`src/rtl/alu_share_arbiter.sv`:
```
// alu_share_arbiter
// Shares one WIDTH-bit two's-complement add/sub datapath between two
// requesters. An arbiter picks one valid requester, its operands are captured,
// the add/sub runs for one cycle, and the registered result is held under a
// valid/ready handshake. The result is tagged with the port that issued it.
//
// Ports:
//   clk, rst_n                  clock, asynchronous active-low reset
//   r0_valid/r0_ready           port 0 request handshake
//   r0_a, r0_b, r0_op           port 0 operands and op (0 = A+B, 1 = A-B)
//   r1_*                        same as port 0, for port 1
//   res_valid/res_ready         result handshake
//   res_id                      port that issued the result
//   res_s                       sum/difference modulo 2^WIDTH
//   res_ovf                     signed overflow
//   res_lt                      signed A<B for subtract, 0 for add
module alu_share_arbiter #(
  parameter int WIDTH      = 4,
  parameter bit FIXED_PRIO = 1'b0
) (
  input  logic             clk,
  input  logic             rst_n,
  input  logic             r0_valid,
  output logic             r0_ready,
  input  logic [WIDTH-1:0] r0_a,
  input  logic [WIDTH-1:0] r0_b,
  input  logic             r0_op,
  input  logic             r1_valid,
  output logic             r1_ready,
  input  logic [WIDTH-1:0] r1_a,
  input  logic [WIDTH-1:0] r1_b,
  input  logic             r1_op,
  output logic             res_valid,
  input  logic             res_ready,
  output logic             res_id,
  output logic [WIDTH-1:0] res_s,
  output logic             res_ovf,
  output logic             res_lt
);

  localparam logic [1:0] ST_IDLE = 2'd0;
  localparam logic [1:0] ST_EXEC = 2'd1;
  localparam logic [1:0] ST_RESP = 2'd2;

  logic [1:0]              state_q, state_d;
  logic                    last_q, last_d;
  logic signed [WIDTH-1:0] a_q, a_d;
  logic signed [WIDTH-1:0] b_q, b_d;
  logic                    op_q, op_d;
  logic                    id_q, id_d;
  logic                    res_valid_q, res_valid_d;
  logic                    res_id_q, res_id_d;
  logic signed [WIDTH-1:0] res_s_q, res_s_d;
  logic                    res_ovf_q, res_ovf_d;
  logic                    res_lt_q, res_lt_d;

  logic                    grant_id;
  logic                    accept;
  logic [WIDTH+1:0]        alu;

  // Returns {s, ovf, lt}. Subtraction is A + ~B + 1, so B = most-negative
  // value is handled by the carry-in. Overflow is carry-into-MSB XOR
  // carry-out-of-MSB; the carry into the MSB comes from summing the low bits.
  function automatic logic [WIDTH+1:0] addsub(
    input logic signed [WIDTH-1:0] a,
    input logic signed [WIDTH-1:0] b,
    input logic                    op
  );
    logic [WIDTH-1:0] y;
    logic [WIDTH-1:0] low;
    logic [WIDTH:0]   full;
    logic             ovf;
    logic             lt;
    y    = b ^ {WIDTH{op}};
    low  = {1'b0, a[WIDTH-2:0]} + {1'b0, y[WIDTH-2:0]} + {{(WIDTH-1){1'b0}}, op};
    full = {1'b0, a} + {1'b0, y} + {{WIDTH{1'b0}}, op};
    ovf  = low[WIDTH-1] ^ full[WIDTH];
    lt   = op & (full[WIDTH-1] ^ ovf);
    return {full[WIDTH-1:0], ovf, lt};
  endfunction

  // Arbitration: with a single valid port that port wins; under contention
  // round-robin picks the port that did not win last, fixed priority picks 0.
  always_comb begin
    grant_id = ~r0_valid;
    if (r0_valid && r1_valid) begin
      grant_id = FIXED_PRIO ? 1'b0 : ~last_q;
    end
  end

  // Readies are forced low while reset is asserted.
  assign r0_ready = rst_n & (state_q == ST_IDLE) & r0_valid & ~grant_id;
  assign r1_ready = rst_n & (state_q == ST_IDLE) & r1_valid &  grant_id;
  assign accept   = r0_ready | r1_ready;

  assign alu = addsub(a_q, b_q, op_q);

  always_comb begin
    state_d     = state_q;
    last_d      = last_q;
    a_d         = a_q;
    b_d         = b_q;
    op_d        = op_q;
    id_d        = id_q;
    res_valid_d = res_valid_q;
    res_id_d    = res_id_q;
    res_s_d     = res_s_q;
    res_ovf_d   = res_ovf_q;
    res_lt_d    = res_lt_q;
    case (state_q)
      ST_IDLE: begin
        if (accept) begin
          a_d     = grant_id ? r1_a  : r0_a;
          b_d     = grant_id ? r1_b  : r0_b;
          op_d    = grant_id ? r1_op : r0_op;
          id_d    = grant_id;
          last_d  = grant_id;
          state_d = ST_EXEC;
        end
      end
      ST_EXEC: begin
        res_s_d     = alu[WIDTH+1:2];
        res_ovf_d   = alu[1];
        res_lt_d    = alu[0];
        res_id_d    = id_q;
        res_valid_d = 1'b1;
        state_d     = ST_RESP;
      end
      ST_RESP: begin
        if (res_ready) begin
          res_valid_d = 1'b0;
          state_d     = ST_IDLE;
        end
      end
      default: state_d = ST_IDLE;
    endcase
  end

  // Capture stage: control and visible result state, cleared by reset.
  always_ff @(posedge clk or negedge rst_n) begin
    if (!rst_n) begin
      state_q     <= ST_IDLE;
      last_q      <= 1'b1;
      res_valid_q <= 1'b0;
      res_id_q    <= 1'b0;
      res_s_q     <= '0;
      res_ovf_q   <= 1'b0;
      res_lt_q    <= 1'b0;
    end else begin
      state_q     <= state_d;
      last_q      <= last_d;
      res_valid_q <= res_valid_d;
      res_id_q    <= res_id_d;
      res_s_q     <= res_s_d;
      res_ovf_q   <= res_ovf_d;
      res_lt_q    <= res_lt_d;
    end
  end

  // Operand stage: only read in EXEC after a capture, so no reset needed.
  always_ff @(posedge clk) begin
    a_q  <= a_d;
    b_q  <= b_d;
    op_q <= op_d;
    id_q <= id_d;
  end

  assign res_valid = res_valid_q;
  assign res_id    = res_id_q;
  assign res_s     = res_s_q;
  assign res_ovf   = res_ovf_q;
  assign res_lt    = res_lt_q;

endmodule
```
`config.mk`:
```
export PLATFORM = sky130hd
export DESIGN_NAME = alu_share_arbiter
export DESIGN_NICKNAME = d
export VERILOG_FILES = /design/src/rtl/alu_share_arbiter.sv
export SDC_FILE = /design/constraint.sdc
export NUM_CORES = 1
export LEC_CHECK = 0
export ABC_CLOCK_PERIOD_IN_PS = 1700
export CORE_MARGIN = 10
export CORE_UTILIZATION = 40
export DETAILED_ROUTE_END_ITERATION = 16
export GPL_TIMING_DRIVEN = 0
export HOLD_SLACK_MARGIN = 0.12
export PLACE_DENSITY = 0.73
export SLEW_MARGIN = 20
export SYNTH_ARGS = -nofsm -noshare
export SYNTH_HDL_FRONTEND = slang
export SYNTH_SLANG_ARGS = --single-unit
```
`constraint.sdc`:
```
create_clock -name clk -period 1.7 [get_ports clk]
set_input_delay 0.34 -clock clk [delete_from_list [all_inputs] [get_ports clk]]
set_output_delay 0.34 -clock clk [all_outputs]
set_load 0.01 [all_outputs]
```
==> impl_metrics.sql <==
INSERT INTO impl_metrics (metric_group, metric, value, unit) VALUES
('global_route', 'groute.usage.overall', '8.75', '%'),
('layout', 'fin_util', '63.2', '%'),
('power', 'seq_power_share', '42.1', '%'),
('drt', 'routed_wire_length_per_instance', '14.0', 'µm'),
('cts', 'worst_setup_hold_path_clk_slew', '0.12', 'ns'),
('setup_path', 'ff2ff_setup_slack', '-0.14', 'ns'),
('setup_path', 'end_kind', 'flop', ''),
('logic_synthesis', 'async_flop_share', '52.4', '%'),
('logic_synthesis', 'synth-edff-count', '10', ''),
('drt', 'detail_route.vias_per_cell', '4.73', ''),
('floorplan', 'core_area', '2480', 'µm²'),
('drt', 'dr.pass1.iters', '3', ''),
('power', 'sw_frac_of_total', '31.5', '%'),
('logic_synthesis', 'yosys_register_bits', '21', ''),
('layout', 'area_taken_by_multi_input_logic_gates', '464', 'µm²'),
('logic_synthesis', 'yosys_most_used_dff', 'edfxtp_1', ''),
('status', 'violations_in_the_final_reports', 'setup timing', ''),
('power', 'overall_power', '1.88', 'mW'),
('sta', 'timing.hold.ws', '0.451', 'ns'),
('sta', 'final-hold-violation-count', '0', ''),
('logic_synthesis', 'post_synth_most_frequent_cells', 'mux2_1, dfrtp_1, edfxtp_1', ''),
('sta', 'timing.final.max_slew_violations', '0', ''),
('sta', 'finalWorstSetupSlack', '-0.138', 'ns'),
('setup_path', 'setup.worst_path.start_class', 'flop', ''),
('sta', 'setup_tns', '-0.295', 'ns'),
('setup_path', 'worst_r2r_startpoint', 'op_q$_DFFE_PP_', ''),
('place', 'dp_hpwl', '1650', 'µm'),
('place', 'gp_routability_congestion', '0.769', ''),
('logic_synthesis', 'netlist_area', '1030', 'µm²'),
('cts', 'cts.htree.levels', '1', ''),
('floorplan', 'die_height', '70.8', 'µm'),
('logic_synthesis', 'synth_nets', '105', ''),
('drt', 'ant_nets_after_route', '0', ''),
('setup_path', 'cpMaxStageDelayCell', 'edfxtp_1', ''),
('power', 'power.static_leakage', '0.653', 'nW'),
('drt', 'routed-via-count', '747', ''),
('floorplan', 'fp-row-count', '18', ''),
('power', 'total_switching_power', '0.593', 'mW'),
('floorplan', 'io-pin-count', '33', ''),
('layout', 'insertedDiodeCount', '0', ''),
('cts', 'tritoncts', 'yes', ''),
('floorplan', 'initial_core_utilization', '41.7', '%'),
('logic_synthesis', 'syn_area_per_cell', '13.2', 'µm²'),
('drt', 'route.detailed.drc', '0', ''),
('cts', 'worst_skew_pair.late_latency', '0.30', 'ns'),
('drt', 'wirelength', '2210', 'µm'),
('logic_synthesis', 'synthMostInstantiatedCell', 'mux2_1', ''),
('global_route', 'grt_first_pass_wirelength', '3790', 'µm'),
('sta', 'finalSetupViolCount', '3', ''),
('power', 'p_comb_share', '44.9', '%'),
('setup_path', 'critPathRequiredTime', '1.92', 'ns'),
('cts', 'cts_num_sinks', '21', ''),
('layout', 'fillCellCount', '203', ''),
('drt', 'initialDrtViolationCount', '23', ''),
('logic_synthesis', 'netlist.area_leader.share', '29.1', '%'),
('layout', 'area.growth.synth_to_final', '51.5', '%'),
('sta', 'period_minus_slack', '1.84', 'ns'),
('logic_synthesis', 'synth.distinct_cells', '26', ''),
('cts', 'cts-root-buf', 'clkbuf_4', ''),
('layout', 'layout.nets', '156', ''),
('setup_path', 'critical_path.max_fanout', '4', ''),
('status', 'run_status', 'complete, but fails checks', ''),
('sta', 'relSlewSlack', '69.1', '%'),
('cts', 'clock_path_buffers', '2', ''),
('power', 'p_clk_share', '12.9', '%'),
('logic_synthesis', 'post_synth_inst_count', '78', ''),
('power', 'power_density', '1200', 'nW/µm²'),
('sta', 'timing.final.crit_share', '108', '%'),
('setup_path', 'cp_data_arrival_time', '2.06', 'ns'),
('power', 'vdd_drop_max', '0.750', 'mV'),
('logic_synthesis', 'synth.largest_area_cell', 'edfxtp_1', '');
sequential cells by signal (all words and copies together), names as in the netlist:
signal     count
last_q         1
res_valid      1
op_q           1
res_s          4
b_q            4
res_lt         1
res_id         1
state_q        2
a_q            4
id_q           1
res_ovf        1
worst min path at each step:
stage	endpoint	from	depth (start not counted)
floorplan	res_id$_DFFE_PN0P_	rst_n	0
global placement	res_id$_DFFE_PN0P_	id_q$_DFFE_PP_	1
detailed placement	res_id$_DFFE_PN0P_	id_q$_DFFE_PP_	1
global route	last_q$_DFFE_PN1P_	r0_valid	2
CTS	last_q$_DFFE_PN1P_	r0_valid	2
finish	last_q$_DFFE_PN1P_	r0_valid	2
cells in the final DEF, fill, tap and decap left out, types with 3 or more instances in the layout:
master           netlist  final
buf_4                  1     11
xor2_1                 5      5
xnor2_1                3      3
o21ai_1                5      4
mux2_1                11     11
a21oi_1                4      3
ha_1                   3      3
buf_6                  0      3
edfxtp_1              10     10
clkbuf_4               0      3
clkdlybuf4s50_1        0     27
dfrtp_1               10      8
nand2_1                6      6
power by group through the flow:
stage,clock network (mW),logic (mW),registers [mW]
floorplan,0,0.357,0.832
global placement,0,0.704,0.795
detailed placement,0,0.727,0.801
CTS,0.242,0.825,0.797
global route,0.267,0.935,0.814
finish,0.243,0.845,0.792
layer usage:
layer / GRT usage, % / share of wire (%)
met2: 15.4 / 51
met4: 3.87 / 1.9
met5: 0 / 0
met1: 9.76 / 42
met3: 1.95 / 6.0
timing repair:
action,4_1_cts,5_1_grt
hold buffers,2,0
buffers inserted,10,3
pin swaps,7,5
endpoints found under the setup margin,16,6
endpoints found under the hold margin,10,0
gates resized for setup,18,6
layout make-up:
type	instances	area share [%]
Sequential cell	21	37.0
Multi-Input combinational cell	52	29.7
Inverter	3	0.719
Tap cell	30	2.40
Timing Repair Buffer	47	28.1
Clock inverter	1	0.320
Buffer	1	0.320
Clock buffer	3	1.44
worst max-delay path: cells and delay by family (launching register included):
family	cells	cell delay, ns
AOI/OAI and AO/OA	3	0.54
muxes	1	0.32
adders and majority gates	1	0.34
DFF	1	0.48
xor gates and xnor gates	1	0.09
logic make-up after synthesis:
kind of cell / share of synthesized area [%]
flops: 55.8
compound gates: 10.3
mux: 13.4
simple gates: 5.81
xor+xnor: 6.78
buf+inv: 2.30
fa+ha+maj: 5.57
metrics by stage:
step                      std cells  cell area (µm²)  setup slack (ns)
after global placement          140             1400            -0.918
after global routing            158             1570            -0.267
after detailed placement        140             1400            -0.976
final                           158             1570            -0.138
after CTS                       156             1530            -0.168
after floorplan                  78             1040           -0.0903
No activity file was read; power rests on OpenSTA's default activity.
